===== config.mk =====
export PLATFORM = sky130hd
export DESIGN_NAME = rr_arbiter8
export DESIGN_NICKNAME = d
export VERILOG_FILES = /design/src/rtl/rr_arbiter8.sv
export SDC_FILE = /design/constraint.sdc
export NUM_CORES = 1
export LEC_CHECK = 0
export ABC_CLOCK_PERIOD_IN_PS = 5100
export CAP_MARGIN = 20
export CORE_MARGIN = 2
export CORE_UTILIZATION = 35
export CTS_CLUSTER_SIZE = 40
export DETAILED_ROUTE_END_ITERATION = 10
export PLACE_DENSITY = 0.59
export SLEW_MARGIN = 10
export SYNTH_ARGS = -nofsm -noshare
export SYNTH_HDL_FRONTEND = slang
export SYNTH_SLANG_ARGS = --single-unit

===== constraint.sdc =====
create_clock -name clk -period 5.1 [get_ports clk]
set_input_delay 1.53 -clock clk [delete_from_list [all_inputs] [get_ports clk]]
set_output_delay 1.53 -clock clk [all_outputs]
set_load 0.02 [all_outputs]

===== src/rtl/rr_arbiter8.sv =====
// rr_arbiter8 -- round-robin arbiter sharing one decoder slot between 8
// requesters. Grants are registered and held while the owner keeps
// requesting; a waiting requester forces rotation after MAX_HOLD cycles.
//
// Ports:
//   clk        system clock, rising edge
//   rst_n      asynchronous active-low reset
//   req[7:0]   request vector, bit i = requester i
//   gnt[7:0]   one-hot grant, zero when gnt_valid=0
//   gnt_idx    index of current owner, zero when gnt_valid=0
//   gnt_valid  a grant is active (decoder enable)
//   preempt    one-cycle pulse on the first cycle of a forced rotation
//
// state | meaning
// IDLE  | no owner, waiting for any request
// GRANT | gnt_idx owns the slot, hold_cnt counts its tenure
module rr_arbiter8 #(
  parameter int unsigned MAX_HOLD = 16
) (
  input  logic       clk,
  input  logic       rst_n,
  input  logic [7:0] req,
  output logic [7:0] gnt,
  output logic [2:0] gnt_idx,
  output logic       gnt_valid,
  output logic       preempt
);

  typedef enum logic {IDLE, GRANT} state_t;

  // hold_cnt stops here; with preemption disabled it just saturates.
  localparam logic [7:0] HOLD_SAT   = (MAX_HOLD == 0) ? 8'd255 : 8'(MAX_HOLD - 1);
  localparam bit         PREEMPT_EN = (MAX_HOLD != 0);

  state_t     state, state_nx;
  logic [2:0] ptr, ptr_nx;
  logic [7:0] hold_cnt, hold_nx;
  logic [2:0] idx_nx;
  logic       valid_nx;
  logic       preempt_nx;
  logic [7:0] gnt_nx;
  logic [7:0] others;
  logic [2:0] next_ptr;

  // First asserted bit scanning s, s+1, ... wrapping 7->0. Callers only use
  // the result when v is non-zero.
  function automatic logic [2:0] search(input logic [7:0] v, input logic [2:0] s);
    logic [2:0] win;
    logic [2:0] j;
    win = s;
    for (int k = 7; k >= 0; k--) begin
      j = s + 3'(k);
      if (v[j]) win = j;
    end
    return win;
  endfunction

  assign others   = req & ~gnt;
  assign next_ptr = gnt_idx + 3'd1;

  always_comb begin
    state_nx   = state;
    ptr_nx     = ptr;
    hold_nx    = hold_cnt;
    idx_nx     = gnt_idx;
    valid_nx   = gnt_valid;
    preempt_nx = 1'b0;
    case (state)
      IDLE: begin
        if (|req) begin
          idx_nx   = search(req, ptr);
          valid_nx = 1'b1;
          hold_nx  = 8'd0;
          state_nx = GRANT;
        end
      end
      GRANT: begin
        if (!req[gnt_idx]) begin
          // Release wins over a coincident timeout: no preempt pulse.
          ptr_nx  = next_ptr;
          hold_nx = 8'd0;
          if (|others) begin
            idx_nx = search(others, next_ptr);
          end else begin
            idx_nx   = 3'd0;
            valid_nx = 1'b0;
            state_nx = IDLE;
          end
        end else if (PREEMPT_EN && (hold_cnt == HOLD_SAT) && (|others)) begin
          ptr_nx     = next_ptr;
          idx_nx     = search(others, next_ptr);
          hold_nx    = 8'd0;
          preempt_nx = 1'b1;
        end else if (hold_cnt != HOLD_SAT) begin
          hold_nx = hold_cnt + 8'd1;
        end
      end
      default: begin
        state_nx = IDLE;
        idx_nx   = 3'd0;
        valid_nx = 1'b0;
      end
    endcase
    gnt_nx = valid_nx ? (8'd1 << idx_nx) : 8'd0;
  end

  always_ff @(posedge clk or negedge rst_n) begin
    if (!rst_n) begin
      state     <= IDLE;
      ptr       <= 3'd0;
      hold_cnt  <= 8'd0;
      gnt       <= 8'd0;
      gnt_idx   <= 3'd0;
      gnt_valid <= 1'b0;
      preempt   <= 1'b0;
    end else begin
      state     <= state_nx;
      ptr       <= ptr_nx;
      hold_cnt  <= hold_nx;
      gnt       <= gnt_nx;
      gnt_idx   <= idx_nx;
      gnt_valid <= valid_nx;
      preempt   <= preempt_nx;
    end
  end

endmodule

# After elaboration in Yosys (flattened, before gate mapping)
# Cells that the tools add are included.
[classes]
magnitude_cmp = 17
n_reduce_logical = 5
mux = 74
n_shift = 1
bitwise_logic = 3
addsub = 16
n_eq_ne = 5
[ops]
columns = ["cell", "n"]
rows = [
  ["$lt 3x4->1 const B", 17],
  ["$mux 3", 22],
  ["$bmux 1 s3", 17],
  ["$mux 8", 5],
  ["$mux 1", 26],
  ["$add 3x3->3 const B", 8],
  ["$pmux 8 s2", 1],
  ["$reduce_or 8->1", 2],
  ["$add 3x2->3 const B", 4],
  ["$add 3x1->3 const B", 3],
  ["$add 8x1->8 const B", 1],
  ["$and 8x8->8", 1],
  ["$eq 8x4->1 const B", 1],
  ["$ne 8x4->1 const B", 1],
  ["$not 8->8", 1],
  ["$shl 1x3->8 const A", 1],
  ["$pmux 3 s2", 1],
  ["$ne 4x2->1 const B", 1],
  ["$pmux 1 s2", 2],
  ["$reduce_and 2->1", 2],
  ["$ne 2x1->1 const B", 1],
  ["$ne 2x2->1 const B", 1],
  ["$logic_and 1x1->1", 1],
  ["$not 1->1", 1],
]
[word_totals]
elab_cells = 128
input_bits = 10
output_inout_bits = 13
reg_bits = 25

# Logic depth before layout (Yosys ltp)
# Gate-level depths: netlist of run 1.
[logic_depth]
depth_word = 17
mapped_depth = 15
ltp_nobuf = 11

# Worst setup path before layout of run 1
# OpenSTA, ideal clock, no wires.
[synth_timing]
kind = "input to register"
start = "input port req[0]"
end = "register gnt[6]"
slack_ps = 1195
setup_ps = 80
arrival_time_ps = 3825
stages = 9
n_path_buf = 1
t_required_ps = 5020
cell_sequence = "buf_6 nor2b_4 or4_4 o21ai_4 a21o_4 a31oi_2 or4_4 or3b_4 nor3b_2"
[synth_between]
elab_chain_cells = 16
word_cells_on_any_way = 65
cone_classes = "1 x shift; 60 x mux; 1 x bitwise; 3 x reduce/logical"
[synth_rtl]
columns = ["element", "line", "text"]
rows = [
  ["from (decl)", "22", "input logic [7:0] req,"],
  ["$and 8x8->8", "58", "assign others = req & ~gnt;"],
  ["$bmux 1 s3", "53", "if (v[j]) win = j;"],
  ["$mux 1 (implied by the code)", "53", ""],
  ["$mux 3 (8 in a row)", "53", ""],
  ["$mux 3 (on tied branches)", "82, 89", ""],
  ["$mux 3", "78", "if (!req[gnt_idx]) begin"],
  ["$pmux 3 s2", "68", "case (state)"],
  ["$shl 1x3->8", "104", "gnt_nx = valid_nx ? (8'd1 << idx_nx) : 8'd0;"],
  ["$mux 8 *", "104", ""],
  ["net gnt_nx[6]", "41", "logic [7:0] gnt_nx;"],
  ["to (signal assigned)", "120", "gnt <= gnt_nx;"],
  ["to (decl)", "23", "output logic [7:0] gnt,"],
]
# Mark *: on every way through the listed nets, which the timed path passes. The rest lies on a longest branch. The select of a mux whose other input is x is not followed.
# A chain may end at the register's enable or synchronous reset.

# Worst setup path in the final report of run 1
[layout_timing]
start = "input port req[5]"
end = "register gnt[2]"
[layout_between]
elab_chain_cells = 16
word_cells_on_any_way = 65
cone_classes = "1 x shift; 60 x mux; 1 x bitwise; 3 x reduce/logical"
[layout_rtl]
columns = ["element", "line", "text"]
rows = [
  ["$and 8x8->8", "58", ""],
  ["$bmux 1 s3", "53", ""],
  ["$mux 1 (implied by the code)", "53", ""],
  ["$mux 3 (8 in a row)", "53", ""],
  ["$mux 3 (on tied branches)", "82, 89", ""],
  ["$mux 3", "78", ""],
  ["$pmux 3 s2 *", "68", ""],
  ["net idx_nx[1]", "38", "logic [2:0] idx_nx;"],
  ["$shl 1x3->8 *", "104", ""],
  ["$mux 8 *", "104", ""],
  ["net gnt_nx[2]", "41", ""],
]
# Marked as above.

==> results.md, run 1 <==
* Outcome: completed
* Final Slew Violations at 0
* Post-synth EDFFs at 0
* Fmax at between 200 and 250 MHz
* Final setup margin at about 540 ps
* Full die area at ~0.0095 mm^2
* Synth Instances at between 300 and 400
* XOR/XNOR Fraction of Synth Area at 0.0345
* Post-CTS setup buffers at 0
* Via density per instance at just over 6
* Synthesis-to-layout area growth at 13.4%
* Ys Warns at 0
* Mux cell area share after synthesis at 0.275
* Per-cell routed wire length at approximately 18 um
* R2R Path Start: gnt_idx[0]
* Most common cell after layout, fill and taps aside: dfrtp_1
* Synth Flop Type: dfrtp_1
* FILL cells at ~860
* Post-synthesis sequential area ratio at 0.206
* Area of the multi-input gates at roughly 0.0023 mm^2
* Rows at 34
* Final GP Congestion at around 0.87
* Synth Area in Simple Gates at 0.219
* Number of clock sinks at 25
* WS Path Type: in2reg
* Detail Route Antenna Nets at 0
* Commonest non-fill, non-tap cells in the layout: dfrtp_1 (25), nor2_1 (23), nand2_1 (22), clkdlybuf4s50_1 (22), mux4_2 (21)
* Detailed Route Iter0 Violations at ~180
* HP Start: hold_cnt[0]
* Die H at 97.3 um
* Placed cells at about 440
* Critical path arrival at ~4800 ps
* Crit. End Element: flop
* Reg area at approximately 630 um^2
* Post-Syn Nets at between 300 and 400
* Yosys top cell area share at 0.206
* Tmin final at 4560 ps
* IO Pins at 23
* RSZ-0062 raised after global routing: false
* PostCTS Resize Cnt at 0
* # diodes at 0
* Clk_skew at about 4 ps
* Fin crit share at 0.894
* Worst-Skew Late Latency at between 200 and 300 ps
* Max clock buf depth at 2
* Core Box Area at 0.00859 mm^2
* Final Power at around 2.7 mW
* Vias at 2,652
* M3 GR Usage at 0.0122
* Crit start category: input pin
* Final Cell Area at roughly 0.0035 mm^2
* Seq cells post-synth at 25
* Final Util at 0.402
* PwrDens at 772 mW/mm^2
* Root Buffer: clkbuf_8
* Share of post-route cells with drive strength above 1 at 0.202
* Syn avg cell area at between 9 and 10 um^2
* Largest family of logic cells by synthesized area: multiplexers
* Worst R2R Path Depth at 12
* Mapped Area at approximately 0.0030 mm^2
* Hold-fix buffers, CTS at 0
* DRC violations left at 0
* Maxcap violations at 0
* VDD IR max at roughly 370 uV
* Overflow after GRT at 0
* 1st-pass router iterations at 5
* Fin cells at about 440
* Total GRT Usage at 0.174
* Complex-gate fraction of the synthesized area at 0.198
* PortBufs at 22
* Fin Hold WS at ~500 ps
* Layout Nets at roughly 350
* Place WS at 278 ps
* Post-Synth Adder-Cell Area at 0.0206
* Met2 Usage GRT at 0.278
* Static Leak at around 1.3 nW
* Setup TNS at 0 ps
* Synth top area cells: dfrtp_1 (21%), mux4_2 (16%), mux2i_1 (4.9%)
* Number of H-tree levels at 1
* First-pass GRT wire length at ~14,000 um
* Dpl hpwl at between 6000 and 7000 um
* WL final at 8120 um
* Antenna violations before repair at 0
* Crit path required time at ~5300 ps
* Crit path from: req[5]
* Worst Tran Pin Value at between 800 and 900 ps
* GR Util met1 at 0.260
* Slew margin rel. at 0.454
* Post-placement cell area at 0.00341 mm^2
* Final hold vios at 0
* Asr flop ratio synth at 1.00
* Die Width at ~97 um
* Hold Path Depth at 1
* Pin count of the biggest net entering global routing at 21
* Unique masters post-synth at 80
* Busiest grt layer: met2
* Cell accounting for the most synthesized area: dfrtp_1
* CTS tree: done
* CP max FO at 11
* Vias in the first global route at about 2,600
* Worst min path class: reg2reg
* Clk pin slew, worst setup/hold paths at 90 ps
* Initial core utilization at 0.354
* Setup violations, final at 0
* Num CTS Buffers at 3
cells in the mapped netlist, types with 6 or more instances:
cell,number
o21ai_0,15
mux2i_1,15
buf_2,8
nand3_1,7
nor3_1,7
nand2_1,22
nor2_1,23
inv_1,11
nor4_1,6
mux4_2,21
dfrtp_1,25
a21oi_1,12
critical path: stages:
cell,delay [ps]
clkdlybuf4s50_1,700
nor2b_1,440
mux4_2,420
nor2_1,70
mux4_2,490
a2111oi_4,400
nor3_2,90
o31ai_4,380
nor3b_1,230
routing by layer:
metal | vias up | wire length (um)
met4 | 0 | 103
met3 | 9 | 466
met5 | - | 0
met2 | 103 | 3750
met1 | 1278 | 3790
li1 | 1262 | -
path summary, 6_finish.rpt:
path,to,slack (ps)
setup / recovery,gnt[2],540
max in group asynchronous,gnt[3],3070
setup reg to reg,gnt[6],1440
min in group asynchronous,hold_cnt[3],1580
hold reg to reg,hold_cnt[0],500
hold / removal,hold_cnt[0],500
sequential cells by signal (all words and copies together) (netlist names):
signal and count:
gnt_valid 1, state 1, gnt 8, gnt_idx 3
preempt 1, hold_cnt 8, ptr 3
where the power goes:
part	internal, mW	total, mW	switching (mW)
logic	0.994	2.22	1.22
registers	0.248	0.330	0.0822
clock network	0.0560	0.119	0.0630
kinds of logic (layout without fill, tap and decap cells):
logic type                 count (synthesis)  count (layout)
AOI/OAI and AO/OA                         79              79
xor gates and xnor gates                   9               9
adders and majority gates                  5               5
buffers and inverters                     32              51
DFF                                       25              25
muxes                                     47              47
and+or+nand+nor                          115             115
final cells by class:
cell class,instances,share of cell area
clock buffer,4,0.0131
inverter,15,0.0163
multi-input combinational,255,0.659
sequential,25,0.181
tap,108,0.0392
timing repair buffer,32,0.0914
Power figures use the tool's default switching activity.
==> inputs of run 2 (changes only) <==
- CTS_CLUSTER_SIZE: 40 -> not set
==> results of run 2 <==
Final layout, timing and power as in run 1 (identical DEF).
==> inputs of run 3 (changes only) <==
- CTS_BUF_LIST: not set -> sky130_fd_sc_hd__clkbuf_8
==> run 3 against run 2 <==
Worst setup slack better by 1.8 ps; clock-buffer cell count decreased by 1; design area stayed put; wire length down 0.11%; largest cell class unchanged.
==> results.md, run 3 (synthesis gave the netlist of run 1 again) <==
* Outcome: completed
* Max clock buf depth at 2
* Detailed Route Iter0 Violations at around 190
* WS Path Type: in2reg
* Fin crit share at 0.894
* Number of H-tree levels at 1
* 1st-pass router iterations at 4
* Share of post-route cells with drive strength above 1 at 0.202
* Via density per instance at 6.03
* Critical path arrival at approximately 4800 ps
* Commonest non-fill, non-tap cells in the layout: dfrtp_1 (25), nor2_1 (23), nand2_1 (22), clkdlybuf4s50_1 (22), mux4_2 (21)
* Post-placement cell area at between 0.003 and 0.004 mm^2
* Clk_skew at roughly 4.3 ps
* Largest regs: gnt: 8 flops, hold_cnt: 8 flops
* Worst min path class: reg2reg
* Clk pin slew, worst setup/hold paths at around 90 ps
* Pint at 1.30 mW
* RSZ-0062 raised after global routing: false
* Per-cell routed wire length at about 18 um
* Crit. End Element: flop
* Overflow after GRT at 0
* Initial core utilization at 0.354
* # diodes at 0
* Final GP Congestion at between 0.8 and 0.9
* WL final at between 8000 and 9000 um
* Combinational fraction of design power at 0.833
* Synthesis-to-layout area growth at 13.4%
* Sequential power share at 0.123
* Final Slew Violations at 0
* Worst Tran Pin Value at roughly 840 ps
* Total GRT Usage at 0.174
* Hold Path Depth at 1
* Slew margin rel. at 0.434
* PwrDens at slightly below 800 mW/mm^2
* PortBufs at 22
* Layout Nets at roughly 350
* Net switching power at roughly 1.4 mW
* Vias in the first global route at roughly 2,600
* Rows at 34
* VDD IR max at between 300 and 400 uV
* Setup violations, final at 0
* DRC violations left at 0
* CP max FO at 11
* Vias at around 2,600
* Core Box Area at between 0.008 and 0.009 mm^2
* Clk network pwr share at 0.044
* Worst R2R Path Depth at 12
* Root Buffer: clkbuf_8
* PostCTS Resize Cnt at 0
* Final Util at 0.402
* Die H at approximately 100 um
* Antenna violations before repair at 0
* Worst-Skew Late Latency at about 270 ps
* Number of clock sinks at 25
* Dpl hpwl at around 6200 um
* Setup TNS at 0 ps
* Crit start category: input pin
* Hold-fix buffers, CTS at 0
* Most common cell after layout, fill and taps aside: dfrtp_1
* Num CTS Buffers at 3
* Fmax at ~220 MHz
* Full die area at 0.00946 mm^2
* Final Cell Area at roughly 0.0035 mm^2
* Tmin final at ~4600 ps
* Die Width at ~97 um
* Final hold vios at 0
* Fin Hold WS at 504 ps
* Sw frac at 0.514
* Pin count of the biggest net entering global routing at 21
* Static Leak at ~1.3 nW
* CTS tree: done
* First-pass GRT wire length at between 10,000 and 15,000 um
* Final Power at ~2.7 mW
* IO Pins at 23
* Detail Route Antenna Nets at 0
* Post-CTS setup buffers at 0
* Maxcap violations at 0
* Crit path required time at ~5300 ps
[run 3: critical path: stages]
cell and delay, ps:
clkdlybuf4s50_1 710, nor2b_1 440, mux4_2 410, nor2_1 70, mux4_2 490, a2111oi_4 400, nor3_2 90, o31ai_4 380
nor3b_1 230
[run 3: area by class of cell]
cell class,count,area [um^2]
Tap cell,108,135
Fill cell,856,5140
Sequential cell,25,626
Clock inverter,1,3.75
Clock buffer,3,41.3
Timing Repair Buffer,32,315
Multi-Input combinational cell,255,2270
Inverter,15,56.3
[run 3: per-stage QoR]
stage                     std cells  setup slack [ps]
final                           439               540
after global routing            439               369
after CTS                       439               572
after detailed placement        435               278
after global placement          434               282
after floorplan                 312              1200
[run 3: power by group through the flow]
stage / clock, mW / sequential, mW / combinational (mW)
6_report: 0.117 / 0.329 / 2.22
5_1_grt: 0.130 / 0.339 / 2.40
3_3_place_gp: 0 / 0.333 / 2.18
2_1_floorplan: 0 / 0.321 / 1.76
3_5_place_dp: 0 / 0.333 / 2.20
4_1_cts: 0.121 / 0.329 / 2.21
[run 3: final timing paths]
kind,startpoint,to,slack (ps)
setup / recovery,req[5],gnt[2],540
hold / removal,hold_cnt[0],hold_cnt[0],500
setup reg to reg,gnt_idx[0],gnt[6],1440
hold reg to reg,hold_cnt[0],hold_cnt[0],500
max in group asynchronous,rst_n,gnt[3],3070
min in group asynchronous,rst_n,hold_cnt[3],1580
[run 3: layer usage]
layer / global-route usage / part of all wire / routed length [um]
met4: 0.0385 / 0.012 / 95
met5: 0 / 0 / 0
met1: 0.260 / 0.47 / 3790
met2: 0.278 / 0.46 / 3730
met3: 0.0122 / 0.060 / 485
==> edit (config.mk and constraints of run 3) <==
Reset style: synchronous (`rst_n`), changed in one clocked block. Comments in the files are not updated.
--- a/src/rtl/rr_arbiter8.sv
+++ b/src/rtl/rr_arbiter8.sv
@@ -104,7 +104,7 @@
     gnt_nx = valid_nx ? (8'd1 << idx_nx) : 8'd0;
   end
 
-  always_ff @(posedge clk or negedge rst_n) begin
+  always_ff @(posedge clk) begin
     if (!rst_n) begin
       state     <= IDLE;
       ptr       <= 3'd0;
Behaviour: differs if rst_n is asserted again (counterexample within 4 cycles, from zero or initial values and one cycle with rst_n low); with rst_n held inactive, the same outputs for 10 cycles.
==> edit against run 3 <==
Area after synthesis decreased by 0.62%; design area decreased by 2.5%; wire length increased by 7.4%; first-iteration DRC count decreased by 2.2%; power decreased by 20%; clock skew increased by 3.6 ps; final cell count increased by 4.6%; worst setup slack improved by 96 ps; sequential power decreased by 2%; combinational power decreased by 24%; sequential cell count unchanged; largest power group unchanged; highest routed layer unchanged.
==> edit: results (changes against run 3) <==
Critical path
  • CP delay by family, top: compound AO/OA/AOI/OAI gates
  • Worst Path Arrival: 4650 ps (-100 ps)
  • Slowest Stage Delay on Critical Path: 580 ps (-130 ps)

Final layout
  • Multi-input comb cells: 279 (+9.4%)
  • Clock-cell share: 1.45% (+0.15 points)
  • Final Net Count: 370 (+6.6%)
  • Non-CTS inverters: 13 (-2)
  • Plain + repair buffers: 33 (+3.1%)
  • Proportion of cell area occupied by registers: 14.9% (-3.2 points)
  • NonClk Buf Share: 9.00% (-0.13 points)
  • Layout cells sized above 1: 17.8% (-2.4 points)
  • Sequential cells: 25 (unchanged)
  • Fraction of area in multi-input gates: 69.2% (+3.3 points)

Timing
  • Clk_skew: 7.91 ps (+3.58 ps)
  • Slew headroom: 35.6% (-7.8 points)

Global route
  • Vias in the first global route: 2642 (+3.0%)
  • Largest net degree at the start of global routing: 26 (+24%)
  • Overall Global Routing Usage: 18.1% (+0.67 points)

Synth
  • Netlist cell types: 65 (-19%)
  • Ys async rst share: 0% (-100 points)
  • Syn_nets: 361 (+10%)
  • Post-synth top flop: dfxtp_1
  • Mean Syn Cell Area: 8.74 um2 (-10%)
  • Top area cells in the synthesized netlist: mux4_2, dfxtp_1, nand2_1, mux2i_1, a21oi_1
  • Top-count cell post-synth: nand2_1
  • Seq/Total Area, Yosys: 16.5% (-4.0 points)
  • Most instantiated cells after synthesis: nand2_1, dfxtp_1, mux4_2, nor2_1, a21oi_1

Clock network
  • Worst-path clk slew: 90 ps (about the same)
  • Setup Buffers After CTS: 0 (unchanged)

Die
  • Std cell rows: 33 (-2.9%)

Pwr
  • Pleak: 1.20 nW (-11%)
  • Peak VDD IR: 0.000298 V (-21%)
  • Switching power: 1.08 mW (-22%)

Route
  • TritonRoute pass-1 iters: 5 (+1)
  • Via density: 6.30 (+4.5%)
  • WL per Instance: 19.0 um (+2.7%)
  • Drt initial violations: 181 (-2.2%)

Placed design
  • Placed instance area: 3310 um2 (-2.7%)
  • Worst slack after detailed placement: 349 ps (+71.5 ps)
  • HPWL Detailed: 6670 um (+8.0%)
  • Routability Congestion: 0.887 (+2.1%)
  • Inst Count DP: 455 (+4.6%)

Status
  • Status: completed
==> edit: cell types whose count changed after synthesis, sizes merged, moves of 6 or more <==
cell,before,now
nand2,22,30
dfxtp,0,25
nor2b,7,13
a21oi,13,19
clkbuf,5,14
dfrtp,25,0
==> edit: path summary, 6_finish.rpt <==
check / from / to / slack (ps) / depth (start not counted)
min reg2reg: hold_cnt[2] / hold_cnt[2] / 510 / 2
max: req[7] / gnt[6] / 640 / 9
min: hold_cnt[2] / hold_cnt[2] / 510 / 2
max reg2reg: gnt_idx[0] / gnt[6] / 1320 / 10
==> edit: logic make-up (layout without fill, tap and decap cells) <==
family / count (synthesis) / count (layout) / synth area share (%)
AND/OR/NAND/NOR: 135 / 135 / 24.4
AO/OA/AOI/OAI: 82 / 82 / 19.1
multiplexers: 47 / 47 / 27.6
buffers and inverters: 42 / 50 / 6.58
flip-flops: 25 / 25 / 16.5
XOR/XNOR: 10 / 10 / 3.76
adder cells (fa/ha/maj): 5 / 5 / 2.07
==> edit: power by group through the flow <==
stage / combinational, mW / sequential, mW / clock [mW]
after floorplan: 1.31 / 0.313 / 0
after global placement: 1.66 / 0.328 / 0
after detailed placement: 1.66 / 0.328 / 0
after CTS: 1.67 / 0.324 / 0.121
after global routing: 1.82 / 0.329 / 0.128
final: 1.68 / 0.324 / 0.119
==> edit: per-stage QoR <==
stage	utilization, %	hold slack (ps)
floorplan	-	471
global placement	39.9	492
detailed placement	39.9	497
CTS	40.5	512
global route	40.5	557
finish	40.5	510
==> edit: routing by layer <==
| metal | global-route usage, % | up-vias | part of all wire, % |
|---|---|---|---|
| li1 | - | 1333 | - |
| met1 | 24.8 | 1442 | 44 |
| met2 | 31.0 | 101 | 49 |
| met3 | 2.10 | 14 | 5.1 |
| met4 | 3.14 | 0 | 1.5 |
| met5 | 0 | - | 0 |
